<file path="config.mk">
export PLATFORM = sky130hd
export DESIGN_NAME = flag_ctrl_unit
export DESIGN_NICKNAME = d
export VERILOG_FILES = /design/src/rtl/flag_pkg.sv /design/src/rtl/flag_op_dec.sv /design/src/rtl/flag_ctrl_unit.sv
export SDC_FILE = /design/constraint.sdc
export NUM_CORES = 1
export LEC_CHECK = 0
export ABC_AREA = 1
export BUFFER_PORTS_ARGS = -buffer_cell sky130_fd_sc_hd__buf_2
export CAP_MARGIN = 5
export CORE_AREA = 2 2 43 54
export DETAILED_ROUTE_END_ITERATION = 10
export DIE_AREA = 0 0 45 56
export GPL_ROUTABILITY_DRIVEN = 0
export GPL_TIMING_DRIVEN = 0
export PLACE_DENSITY = 0.89
export SLEW_MARGIN = 20
export SYNTH_ARGS = -nofsm -noshare
export SYNTH_HDL_FRONTEND = slang
export SYNTH_HIERARCHICAL = 1
export SYNTH_SLANG_ARGS = --single-unit
export TNS_END_PERCENT = 5
</file>
<file path="constraint.sdc">
create_clock -name clk -period 2.6 [get_ports clk]
set_clock_uncertainty 0.15 [all_clocks]
set_input_delay 0.13 -clock clk [delete_from_list [all_inputs] [get_ports clk]]
set_output_delay 0.13 -clock clk [all_outputs]
set_load 0.01 [all_outputs]
</file>
<file path="src/rtl/flag_pkg.sv">
// Shared constants for the 8088 FLAGS controller: opFL codes, flag bit positions,
// reserved-bit masks and the reset image.
package flag_pkg;

    localparam logic [2:0] OPF_NOP = 3'b000;
    localparam logic [2:0] OPF_CLC = 3'b001;
    localparam logic [2:0] OPF_CMC = 3'b010;
    localparam logic [2:0] OPF_STC = 3'b011;
    localparam logic [2:0] OPF_CLD = 3'b100;
    localparam logic [2:0] OPF_STI = 3'b101;
    localparam logic [2:0] OPF_CLI = 3'b110;
    localparam logic [2:0] OPF_STD = 3'b111;

    localparam int FL_CF = 0;
    localparam int FL_PF = 2;
    localparam int FL_AF = 4;
    localparam int FL_ZF = 6;
    localparam int FL_SF = 7;
    localparam int FL_TF = 8;
    localparam int FL_IF = 9;
    localparam int FL_DF = 10;
    localparam int FL_OF = 11;

    // Reserved bits 15:12 and 1 read as one, bits 3 and 5 read as zero.
    localparam logic [15:0] FLAGS_FORCE1 = 16'hF002;
    localparam logic [15:0] FLAGS_FORCE0 = 16'h0028;
    localparam logic [15:0] FLAGS_RST    = 16'hF002;

    typedef enum logic {
        ST_IDLE  = 1'b0,
        ST_APPLY = 1'b1
    } state_t;

    function automatic logic [15:0] fix_reserved(input logic [15:0] f);
        return (f | FLAGS_FORCE1) & ~FLAGS_FORCE0;
    endfunction

endpackage

</file>
<file path="src/rtl/flag_op_dec.sv">
// Combinational decode of a registered opFL code into one-hot flag actions.
module flag_op_dec
    import flag_pkg::*;
(
    input  logic [2:0] op_i,
    output logic       clr_cf_o,
    output logic       clr_df_o,
    output logic       clr_if_o,
    output logic       set_cf_o,
    output logic       set_df_o,
    output logic       set_if_o,
    output logic       tog_cf_o
);

    always_comb begin
        clr_cf_o = 1'b0;
        clr_df_o = 1'b0;
        clr_if_o = 1'b0;
        set_cf_o = 1'b0;
        set_df_o = 1'b0;
        set_if_o = 1'b0;
        tog_cf_o = 1'b0;
        case (op_i)
            OPF_CLC: clr_cf_o = 1'b1;
            OPF_CMC: tog_cf_o = 1'b1;
            OPF_STC: set_cf_o = 1'b1;
            OPF_CLD: clr_df_o = 1'b1;
            OPF_STI: set_if_o = 1'b1;
            OPF_CLI: clr_if_o = 1'b1;
            OPF_STD: set_df_o = 1'b1;
            default: ;
        endcase
    end

endmodule

</file>
<file path="src/rtl/flag_ctrl_unit.sv">
// FLAGS sequencing controller: flag-op handshake FSM, per-bit write arbitration,
// FLAGS register and the STI interrupt shadow (enabled by FLAG_STI_SHADOW_EN).
module flag_ctrl_unit
    import flag_pkg::*;
(
    input  logic        clk,
    input  logic        rst,
    input  logic        op_valid,
    output logic        op_ready,
    input  logic [2:0]  opFL,
    output logic        op_done,
    input  logic        alu_we,
    input  logic [5:0]  alu_flags,
    input  logic [5:0]  alu_mask,
    input  logic        pop_we,
    input  logic [15:0] pop_data,
    input  logic        instr_retire,
    input  logic        int_ack,
    output logic [15:0] flags,
    output logic        irq_inhibit
);

    state_t      state_q, state_d;
    logic [2:0]  op_q, op_d;
    logic [15:0] flags_q, flags_d;
    logic        commit;

    logic clr_cf, clr_df, clr_if, set_cf, set_df, set_if, tog_cf;

    flag_op_dec u_dec (
        .op_i     (op_q),
        .clr_cf_o (clr_cf),
        .clr_df_o (clr_df),
        .clr_if_o (clr_if),
        .set_cf_o (set_cf),
        .set_df_o (set_df),
        .set_if_o (set_if),
        .tog_cf_o (tog_cf)
    );

    always_ff @(posedge clk or posedge rst) begin
        if (rst) begin
            state_q <= ST_IDLE;
            op_q    <= OPF_NOP;
            flags_q <= FLAGS_RST;
        end else begin
            state_q <= state_d;
            op_q    <= op_d;
            flags_q <= flags_d;
        end
    end

    always_comb begin
        state_d  = state_q;
        op_d     = op_q;
        op_ready = 1'b0;
        op_done  = 1'b0;
        case (state_q)
            ST_IDLE: begin
                op_ready = 1'b1;
                if (op_valid) begin
                    op_d    = opFL;
                    state_d = ST_APPLY;
                end
            end
            ST_APPLY: begin
                op_done = 1'b1;
                state_d = ST_IDLE;
            end
            default: state_d = ST_IDLE;
        endcase
    end

    assign commit = (state_q == ST_APPLY);

`ifdef FLAG_STI_SHADOW_EN
    logic pend_q, pend_d;

    always_ff @(posedge clk or posedge rst) begin
        if (rst) pend_q <= 1'b0;
        else     pend_q <= pend_d;
    end

    assign irq_inhibit = pend_q;
`else
    logic retire_unused;
    assign retire_unused = instr_retire;
    assign irq_inhibit   = 1'b0;
`endif

    // Sources are applied lowest priority first so higher ones overwrite only their own bits.
    always_comb begin
        flags_d = flags_q;
`ifdef FLAG_STI_SHADOW_EN
        pend_d  = pend_q;
`endif
        if (alu_we) begin
            if (alu_mask[0]) flags_d[FL_CF] = alu_flags[0];
            if (alu_mask[1]) flags_d[FL_PF] = alu_flags[1];
            if (alu_mask[2]) flags_d[FL_AF] = alu_flags[2];
            if (alu_mask[3]) flags_d[FL_ZF] = alu_flags[3];
            if (alu_mask[4]) flags_d[FL_SF] = alu_flags[4];
            if (alu_mask[5]) flags_d[FL_OF] = alu_flags[5];
        end
`ifdef FLAG_STI_SHADOW_EN
        if (instr_retire && pend_q) begin
            flags_d[FL_IF] = 1'b1;
            pend_d         = 1'b0;
        end
`endif
        if (commit) begin
            if (clr_cf) flags_d[FL_CF] = 1'b0;
            if (set_cf) flags_d[FL_CF] = 1'b1;
            if (tog_cf) flags_d[FL_CF] = ~flags_q[FL_CF];
            if (clr_df) flags_d[FL_DF] = 1'b0;
            if (set_df) flags_d[FL_DF] = 1'b1;
            if (clr_if) begin
                flags_d[FL_IF] = 1'b0;
`ifdef FLAG_STI_SHADOW_EN
                pend_d = 1'b0;
`endif
            end
            if (set_if) begin
`ifdef FLAG_STI_SHADOW_EN
                // A retire in this same cycle may already have opened IF.
                if (flags_d[FL_IF]) flags_d[FL_IF] = 1'b1;
                else                pend_d         = 1'b1;
`else
                flags_d[FL_IF] = 1'b1;
`endif
            end
        end
        if (pop_we) begin
            flags_d = fix_reserved(pop_data);
`ifdef FLAG_STI_SHADOW_EN
            pend_d  = 1'b0;
`endif
        end
        if (int_ack) begin
            flags_d[FL_IF] = 1'b0;
            flags_d[FL_TF] = 1'b0;
`ifdef FLAG_STI_SHADOW_EN
            pend_d = 1'b0;
`endif
        end
    end

    assign flags = flags_q;

endmodule

</file>
## After elaboration in Yosys (flattened, before gate mapping)

Index checks and enable logic that the tools add are counted.

- Flip-flop bits (word level): 13
- Bits of input ports: 38
- Logic and storage cells: 72

- Equality and inequality tests: 7
- Mux-type cells: 33
- Bitwise gates (word level): 2
- Reduce and logical (&&, ||, !) cells: 19

Operators with widths:

| kind | count |
|---|---|
| $mux W1 | 28 |
| $reduce_and A2 Y1 | 8 |
| $reduce_bool A2 Y1 | 8 |
| $eq A3 B3 Y1 const B | 4 |
| $mux W12 | 1 |
| $eq A3 B2 Y1 const B | 2 |
| $mux W2 | 3 |
| $reduce_bool A3 Y1 | 2 |
| $reduce_bool A4 Y1 | 1 |
| $eq A3 B1 Y1 const B | 1 |
| $not A1 Y1 | 2 |
| $pmux W1 S2 | 1 |

## Depth between registers and ports, before layout

Gate-level depths: netlist of the first run.

- Depth in word-level cells: 8
- Mapped depth: 8

## Hierarchy

The synthesis of the first run kept the hierarchy.

By module, submodules not included:

| module | instances | cells each | area each (um^2) | seq. area each (um^2) |
|---|---|---|---|---|
| flag_ctrl_unit | 1 | 97 | 711.9 | 325.3 |
| flag_op_dec | 1 | 14 | 52.6 | 0.0 |

## Least setup slack after synthesis of the first run

Ideal clock, no wire load.

- Path type: register -> register
- Start point: register op_q[2]
- End point: register flags_q[9] (netlist: flags[9])
- Library setup time: 0.116 ns
- Arrival time: 0.884 ns
- Data required time: 2.334 ns
- Path slack: 1.450 ns
- Cell stages (with the launch flop): 7
- Path buffers: 0
- Cell sequence: dfrtp_1 nand2_1 nor2_1 o21ai_0 nand2_1 nand2_1 nand2_1

- Word-level cells in the longest chain between the ends: 6
- Elaborated cells between the ends (all ways): 10
- Those cells by class: eq/ne: 2; mux: 6; reduce/logical: 2

Ends and longest elaborated chain:

| element | line | source |
|---|---|---|
| from (decl) | flag_ctrl_unit.sv:24 | `logic [2:0] op_q, op_d;` |
| from (signal assigned) | flag_ctrl_unit.sv:48 | `op_q <= op_d;` |
| $eq A3 B3 Y1 (*) | flag_op_dec.sv:23 | `case (op_i)` |
| $mux W1 (*) | flag_op_dec.sv:23 |  |
| via set_if | flag_ctrl_unit.sv:28 | `logic clr_cf, clr_df, clr_if, set_cf, set_df, set_if, tog_cf;` |
| $mux W1 | flag_ctrl_unit.sv:123 | `if (set_if) begin` |
| $mux W2 | flag_ctrl_unit.sv:111 | `if (commit) begin` |
| $mux W12 | flag_ctrl_unit.sv:133 | `if (pop_we) begin` |
| $mux W2 | flag_ctrl_unit.sv:139 | `if (int_ack) begin` |
| to (signal assigned) | flag_ctrl_unit.sv:49 | `flags_q <= flags_d;` |
| to (decl) | flag_ctrl_unit.sv:25 | `logic [15:0] flags_q, flags_d;` |

Mark *: on every way through the listed nets, which the timed path passes. The rest lies on a longest branch. The select of a mux whose other input is x is not followed.
A chain may end at the register's enable or synchronous reset.

## Worst setup path after layout of the first run

- Start point: input int_ack
- End point: register flags_q[8] (netlist: flags[8])

- Word-level cells in the longest chain between the ends: 1
- Elaborated cells between the ends (all ways): 2
- Those cells by class: mux: 1; reduce/logical: 1

Ends and longest elaborated chain:

| element | line | source |
|---|---|---|
| from (decl) | flag_ctrl_unit.sv:18 | `input logic int_ack,` |
| $mux W2 / $reduce_bool A2 Y1 (equally long branches) | - |  |

Parallel ways exist; a longest one is shown, timed or not.

==> metrics.cfg, run 1 <==
[routing]
drcViolationCount = 0
ant_nets = 0
drt-total-wl_um = 2090
viasPerCell = 4.61
drt_iter0_drc = 13
firstDrtPassIters = 4
vias = 917
wl_per_cell_um = 10.5

[clock_tree]
cts_tree = built
cts.sinks = 13
htreeDepth = 1
ctsLongestPathBuffers = 2
post_cts_resized = 0
clk_root_buffer_cell = clkbuf_4
clk_pin_slew_worst_paths_ns = 0.08
post_cts_buffers = 0
clk_latency_ns = 0.28
cts_buffers = 3

[sta]
final_max_slew_viol_count = 0
worst_pin_slew_ns = 0.508
timing.fmax_mhz = 614
final.min_clock_period_ns = 1.63
maxSlewHeadroom = 0.661
setup_tns_ns = 0
setup_viol = 0
fin_crit_sh = 0.626
grt_setup_unrepaired = no
hold_violations = 0

[floorplan]
start_util = 0.386
rows = 18
die_h_um = 56
core_sq_mm = 0.00198
die_w_um = 45
die-area_sq_mm = 0.00252
io_pins = 57

[synthesis]
ys_seq_area_frac = 0.426
yosysWarnings = 6
synthMuxAreaShare = 0
synth_compound_area_frac = 0.0867
ys_types = 13
synth_top_family_by_area = simple AND/OR/NAND/NOR gates
yosys.area_share.simple = 0.324
synthXorXnorAreaFrac = 0
ys_ff_latch = 13
synthCells = 111
syn_area_sq_um = 764
yosys.area_share.adder = 0
syn_avg_cell_area_sq_um = 6.89

[power_and_ir_drop]
p_comb_frac = 0.304
leakage_nw = 0.688
switching_share = 0.306
p_sw_w = 0.000160
ir_drop_mv = 0.324
power_frac_seq = 0.457
p_per_area_mw_per_mm2 = 430
internal_power_w = 0.000364
p_clk_frac = 0.239
power_w = 0.000524

[grt]
grtUsageTotal = 0.166
grt_pass1_wl_um = 3110
grt_max_degree = 14
grt_pass1_vias = 808
antenna_found_initial = 0
overflow = 0

[cells_and_area]
final_common_cell = buf_2
fin_area_sq_mm = 0.00122
fin_nets = 218
mostFrequentLayoutCells = buf_2, nand2_1, dlygate4sd3_1, nor2_1, dfrtp_1
syn_to_final_growth_pct = 59.4
drive_gt1_frac = 0.302
instances_no_fill = 199
num_antenna_cells = 0

[critical_path]
endpoint_kind = flop
cp_max_fo = 3
start_kind = input port
arrival_ns = 1.69
max_stage_delay_ns = 0.57
reg2reg_from = flags[4]
cp_slowest_cell = dlygate4sd3_1
cp-startpoint = int_ack
cp_cell_sequence = dlygate4sd3_1, buf_2, nor2_1, nand2_1, o21ai_0, dlygate4sd3_1
critPathRequiredTime_ns = 2.66
crit_type = in2reg
cp_common_cell = dlygate4sd3_1

[min_path]
min_path_type = in2reg
hp-start = op_valid

[placement]
place_hpwl_um = 1440
placed_area_sq_mm = 0.00101
port_buffers = 40
dp_cells = 177

[job]
max_cap_viol_count = 0

[status]
run_status = complete, no violations

-- worst max-delay path: cells and delay by family --
family,cells,cell delay [ns]
simple gates,2,0.23
buf+inv,3,1.25
compound gates,1,0.08
-- logic make-up (layout without fill, tap and decap cells) --
kind of cell | Yosys count | count (layout)
buf+inv | 21 | 83
flops | 13 | 13
other cells | 2 | 8
simple gates | 63 | 63
compound gates | 12 | 12
-- sequential cells by signal, summed over array words and instances (netlist names) --
signal / count
commit: 1
op_q: 3
flags: 9
-- layer usage --
layer	part of all wire	GRT usage
met4	0.015	0.0630
met3	0.069	0.0260
met5	0	0
met1	0.37	0.148
met2	0.55	0.335
-- synthesized netlist by cell type --
cell,number,share of area
nand2_1,38,0.19
nor2_1,16,0.079
dfrtp_1,13,0.43
inv_1,10,0.049
nand3_1,9,0.059
buf_4,8,0.079
a21oi_1,5,0.033
a31oi_1,5,0.041
conb_1,2,0.0098
o21ai_0,2,0.013
buf_2,1,0.0065
buf_6,1,0.015
inv_2,1,0.0049
-- area by class of cell --
cell class                      count  area, sq um
Inverter                           11         41.3
Clock buffer                        4         26.3
Sequential cell                    13          325
Buffer                             10         76.3
Fill cell                         189          763
Timing Repair Buffer               58          380
Tap cell                           20         25.0
Multi-Input combinational cell     83          344
-- power by group through the flow --
stage	combinational [W]	clock [W]	sequential, W
floorplan	0.0000739	0	0.000247
global placement	0.000127	0	0.000241
detailed placement	0.000132	0	0.000243
CTS	0.000159	0.000128	0.000239
global route	0.000177	0.000139	0.000242
finish	0.000159	0.000125	0.000239
-- final timing paths --
kind                            endpoint  slack (ns)  depth (start not counted)
max in group asynchronous       flags[0]        1.69                          3
min in group asynchronous       flags[7]        0.27                          3
worst min register to register  flags[9]        0.38                          2
worst max-delay path            flags[8]        0.97                          6
worst min-delay path             op_q[1]        0.01                          4
worst max register to register  flags[4]        1.24                          3
-- what timing repair did --
item,4_1_cts,5_1_grt
endpoints found under the hold margin,25,0
setup endpoints to repair,0,0
hold buffers,18,0
-- per-stage QoR --
stage / hold slack, ns / setup WS [ns] / util
2_1_floorplan: -0.143 / 1.45 / -
3_3_place_gp: 0.0165 / 1.37 / 0.511
3_5_place_dp: 0.0299 / 1.34 / 0.511
4_1_cts: 0.0142 / 1.00 / 0.615
5_1_grt: 0.0471 / 0.880 / 0.615
6_report: 0.0134 / 0.972 / 0.615
Note: power is estimated with default switching activity, not from simulation.
==> inputs of run 2 (changes only) <==
- CORE_AREA: 2 2 43 54 -> 2 2 43 55
- DIE_AREA: 0 0 45 56 -> 0 0 45 57
- PLACE_DENSITY: 0.89 -> 0.87
- clock period: 2.6 -> 1.5 ns (I/O delays scaled with it)
==> run 2 against run 1 <==
  * Routed wire length down 0.62%
  * Largest power group unchanged
  * Cell count rose by 4.0%
  * Critical path type unchanged
  * Worst hold slack gained 0.051 ns
==> metrics.cfg, run 2 (same netlist as run 1, synthesis figures left out) <==
[cells_and_area]
num_antenna_cells = 0
multiInputGateArea_sq_um = 344
mostFrequentLayoutCells = buf_2, nand2_1, dlygate4sd3_1, nor2_1, dfrtp_1
fin_util = 0.617
seqCellArea_sq_um = 325
syn_to_final_growth_pct = 68.9
drive_gt1_frac = 0.296
final_common_cell = buf_2
fin_nets = 225
largest_reg_flops = 9
nFillCells = 189

[floorplan]
die_h_um = 57
io_pins = 57
rows = 19
die-area_sq_mm = 0.00257
start_util = 0.365
core_sq_mm = 0.00209
die_w_um = 45

[critical_path]
rrSetupSlack_ns = 0.17
crit_type = in2reg
cp-startpoint = alu_mask[4]
critPathRequiredTime_ns = 1.56
cp_max_fo = 2
endpoint_kind = flop
cp_cell_sequence = dlygate4sd3_1, buf_2, nand3_1, dlygate4sd3_1, a31oi_1
cp_slowest_cell = dlygate4sd3_1
max_stage_delay_ns = 0.57
cp_common_cell = dlygate4sd3_1
reg2reg_from = flags[4]
start_kind = input port
arrival_ns = 1.51
r2r_cells = 3
rr_endpoint = flags[4]
cp-endpoint = flags[7]

[sta]
fin_crit_sh = 0.971
maxSlewHeadroom = 0.663
setup_tns_ns = 0
hold_violations = 0
setup_viol = 0
grt_setup_unrepaired = no
final.min_clock_period_ns = 1.46
worst_pin_slew_ns = 0.505
timing.fmax_mhz = 686
final_max_slew_viol_count = 0

[routing]
drcViolationCount = 0
viasPerCell = 4.48
wl_per_cell_um = 10.0
drt-total-wl_um = 2070
drt_iter0_drc = 5
vias = 927
ant_nets = 0
firstDrtPassIters = 4

[grt]
use_met1 = 0.166
grt_use_met2 = 0.361
antenna_found_initial = 0
grtUsageTotal = 0.179
grt_pass1_vias = 883
grt_max_degree = 14
grt_busiest_layer = met2
grt_pass1_wl_um = 3410
overflow = 0
met3_usage = 0.0285

[placement]
port_buffers = 40
place_hpwl_um = 1310

[clock_tree]
post_cts_buffers = 0
clk_latency_ns = 0.28
cts.sinks = 13
cts_tree = built
post_cts_resized = 0
clk_pin_slew_worst_paths_ns = 0.09
ctsLongestPathBuffers = 2
cts_buffers = 3
htreeDepth = 1
clk_root_buffer_cell = clkbuf_4

[power_and_ir_drop]
p_clk_frac = 0.241
switching_share = 0.309
p_per_area_mw_per_mm2 = 713
power_frac_seq = 0.448
ir_drop_mv = 0.613
p_comb_frac = 0.311
internal_power_w = 0.000636
p_sw_w = 0.000284
leakage_nw = 0.715

[status]
run_status = complete, no violations

[job]
max_cap_viol_count = 0

[min_path]
min_path_type = in2reg

run 2: cell count changes in the layout (fill, tap and decap cells not counted):
cell           previous run  this run
clkbuf_1                  1         0
clkinv_2                  0         1
dlygate4sd3_1            18        25
run 2: how the worst min path moves through the flow:
stage / to / cells past startpoint / slack [ns] / startpoint
6_report: flags[9] / 6 / 0.06 / pop_we
5_1_grt: flags[9] / 6 / 0.11 / pop_we
4_1_cts: flags[9] / 6 / 0.05 / pop_we
3_5_place_dp: flags[10] / 2 / -0.02 / rst
3_3_place_gp: flags[10] / 2 / -0.03 / rst
2_1_floorplan: commit / 1 / -0.20 / rst
run 2: final cells by class:
| class | instances | share of cell area |
|---|---|---|
| tap | 21 | 0.0203 |
| buffer | 10 | 0.0591 |
| clock buffer | 3 | 0.0174 |
| multi-input combinational | 83 | 0.266 |
| clock inverter | 1 | 0.00388 |
| sequential | 13 | 0.252 |
| timing repair buffer | 65 | 0.349 |
| inverter | 11 | 0.0320 |
run 2: worst max-delay path, delay by kind of cell:
kind	cells	cell delay [ns]
buf+inv	3	1.21
compound gates	1	0.17
simple gates	1	0.06
run 2: timing repair:
item,CTS,global route
hold endpoints to repair,26,0
hold buffers,25,0
endpoints found under the setup margin,0,0
run 2: power groups by stage:
stage | registers [W] | logic (W) | clock network [W]
finish | 0.000413 | 0.000286 | 0.000221
detailed placement | 0.000420 | 0.000227 | 0
CTS | 0.000413 | 0.000284 | 0.000225
global placement | 0.000419 | 0.000223 | 0
floorplan | 0.000429 | 0.000128 | 0
global route | 0.000419 | 0.000325 | 0.000246
run 2: routing by layer:
layer | vias to the layer above | wire (um)
met5 | - | 0
met3 | 5 | 123
met1 | 405 | 813
met4 | 0 | 25
li1 | 480 | -
met2 | 37 | 1110
run 2: through the flow:
step	hold slack [ns]	area, sq um	total power, W	std cells	worst slack (ns)
6_report	0.0646	1290	0.000920	207	0.0432
5_1_grt	0.110	1290	0.000990	207	0.00601
4_1_cts	0.0541	1290	0.000921	207	0.0716
3_5_place_dp	-0.0206	1010	0.000647	178	0.253
3_3_place_gp	-0.0296	1010	0.000643	178	0.271
2_1_floorplan	-0.198	787	0.000557	117	0.350
==> inputs of run 3 (changes only) <==
- clock period: 1.5 -> 1.58 ns (I/O delays scaled with it)
==> run 3 against run 2 <==
  * Worst hold slack worse by 0.072 ns
  * Largest cell class unchanged
  * Largest power group unchanged
  * Non-clock buffer count down 1
  * Critical endpoint is now flags[8]
  * Highest routed layer unchanged
  * Die area unchanged
  * The run now ends with hold timing left
==> metrics.cfg, run 3 (same netlist as run 1, synthesis figures left out) <==
[sta]
setup_viol = 0
grt_setup_unrepaired = no
fin_crit_sh = 0.939
holdWs_ns = -0.00698
hold_violations = 1
setup_tns_ns = 0
worst_pin_slew_ns = 0.504
final.min_clock_period_ns = 1.48
final_max_slew_viol_count = 0
maxSlewHeadroom = 0.663
timing.fmax_mhz = 674

[critical_path]
rrSetupSlack_ns = 0.25
rr_endpoint = flags[4]
start_kind = input port
endpoint_kind = flop
reg2reg_from = flags[4]
max_stage_delay_ns = 0.56
arrival_ns = 1.56
crit_family = buffers and inverters
r2r_cells = 3
crit_type = in2reg
cp_slowest_cell = dlygate4sd3_1
cp_cell_sequence = dlygate4sd3_1, buf_2, nor2_2, nand2_1, o21ai_0, dlygate4sd3_1
cp_max_fo = 3
cp_num_buf_inv = 3
critPathRequiredTime_ns = 1.65
cp_common_cell = dlygate4sd3_1

[grt]
grt_pass1_vias = 840
antenna_found_initial = 0
grt_pass1_wl_um = 3290
overflow = 0
grtUsageTotal = 0.173
grt_max_degree = 14

[status]
violations = hold timing
run_status = complete, but fails checks

[cells_and_area]
final_common_cell = buf_2
drive_gt1_frac = 0.308
seqCellArea_sq_um = 325
instances_no_fill = 206
multiInputGateArea_sq_um = 347
num_antenna_cells = 0
largest_reg_flops = 9
nFillCells = 192
mostFrequentLayoutCells = buf_2, nand2_1, dlygate4sd3_1, nor2_1, dfrtp_1
fin_nets = 224
syn_to_final_growth_pct = 67.6

[routing]
wl_met3_um = 131
drcViolationCount = 0
wl_per_cell_um = 9.80
wl_met1_um = 796
viasPerCell = 4.45
drt_iter0_drc = 4
firstDrtPassIters = 4
vias = 916
ant_nets = 0
drt-total-wl_um = 2020
met2_length_um = 1060
dr.max_layer_used = met4

[min_path]
min_path_type = in2reg
hold_depth = 3
hp-start = pop_we
hold_path_end = flags[10]

[power_and_ir_drop]
power_frac_seq = 0.448
switching_share = 0.311
p_comb_frac = 0.309
ir_drop_mv = 0.580
internal_power_w = 0.000603
leakage_nw = 0.715
p_per_area_mw_per_mm2 = 683
p_sw_w = 0.000272
p_clk_frac = 0.243

[floorplan]
rows = 19
die-area_sq_mm = 0.00257
die_w_um = 45
start_util = 0.365
io_pins = 57
core_sq_mm = 0.00209
die_h_um = 57

[clock_tree]
htreeDepth = 1
clk_root_buffer_cell = clkbuf_4
cts_tree = built
clk_latency_ns = 0.29
clk_pin_slew_worst_paths_ns = 0.08
cts.sinks = 13
cts_buffers = 3
ctsLongestPathBuffers = 2

[placement]
place_hpwl_um = 1310
dp_cells = 178
port_buffers = 40

[job]
max_cap_viol_count = 0

run 3: routing by layer:
layer / vias up / track usage
li1: 478 / -
met4: 0 / 0.0630
met5: - / 0
met2: 36 / 0.337
met3: 4 / 0.0285
met1: 398 / 0.172
run 3: what timing repair did:
action	CTS	global route
buffers inserted	0	1
endpoints found under the hold margin	26	0
setup endpoints to repair	0	1
hold buffers	24	0
resized for setup	0	1
run 3: how the worst max path moves through the flow:
stage	start	endpoint	slack, ns	cells after the start
after floorplan	op_q[2]	flags[9]	0.43	6
after global placement	op_q[2]	flags[9]	0.35	6
after detailed placement	op_q[1]	flags[9]	0.33	7
after CTS	pop_we	flags[8]	0.03	6
after global routing	int_ack	flags[8]	0.03	6
final	int_ack	flags[8]	0.1	6
run 3: final cells by class:
cell class,count,area share
Inverter,11,0.0322
Sequential cell,13,0.254
Timing Repair Buffer,64,0.342
Tap cell,21,0.0205
Clock buffer,3,0.0176
Clock inverter,1,0.00391
Buffer,10,0.0596
Multi-Input combinational cell,83,0.271
run 3: power by group through the flow:
stage	logic [W]	clock network (W)	registers [W]
6_report	0.000270	0.000213	0.000392
5_1_grt	0.000307	0.000234	0.000398
4_1_cts	0.000268	0.000213	0.000392
3_5_place_dp	0.000215	0	0.000399
3_3_place_gp	0.000212	0	0.000398
2_1_floorplan	0.000122	0	0.000407
run 3: worst min-delay path: cells and delay by family:
kind,cells,cell delay [ns]
AOI/OAI and AO/OA,2,0.17
buffers and inverters,1,0.14
run 3: stage by stage:
step | total power, W | util | setup slack [ns] | hold slack, ns | cell area (sq um)
2_1_floorplan | 0.000528 | - | 0.430 | -0.194 | 787
3_3_place_gp | 0.000610 | 0.484 | 0.351 | -0.0256 | 1010
3_5_place_dp | 0.000614 | 0.484 | 0.333 | -0.0166 | 1010
4_1_cts | 0.000873 | 0.612 | 0.0266 | 0.0581 | 1280
5_1_grt | 0.000939 | 0.612 | 0.0282 | 0.0412 | 1280
6_report | 0.000875 | 0.612 | 0.0962 | -0.00698 | 1280
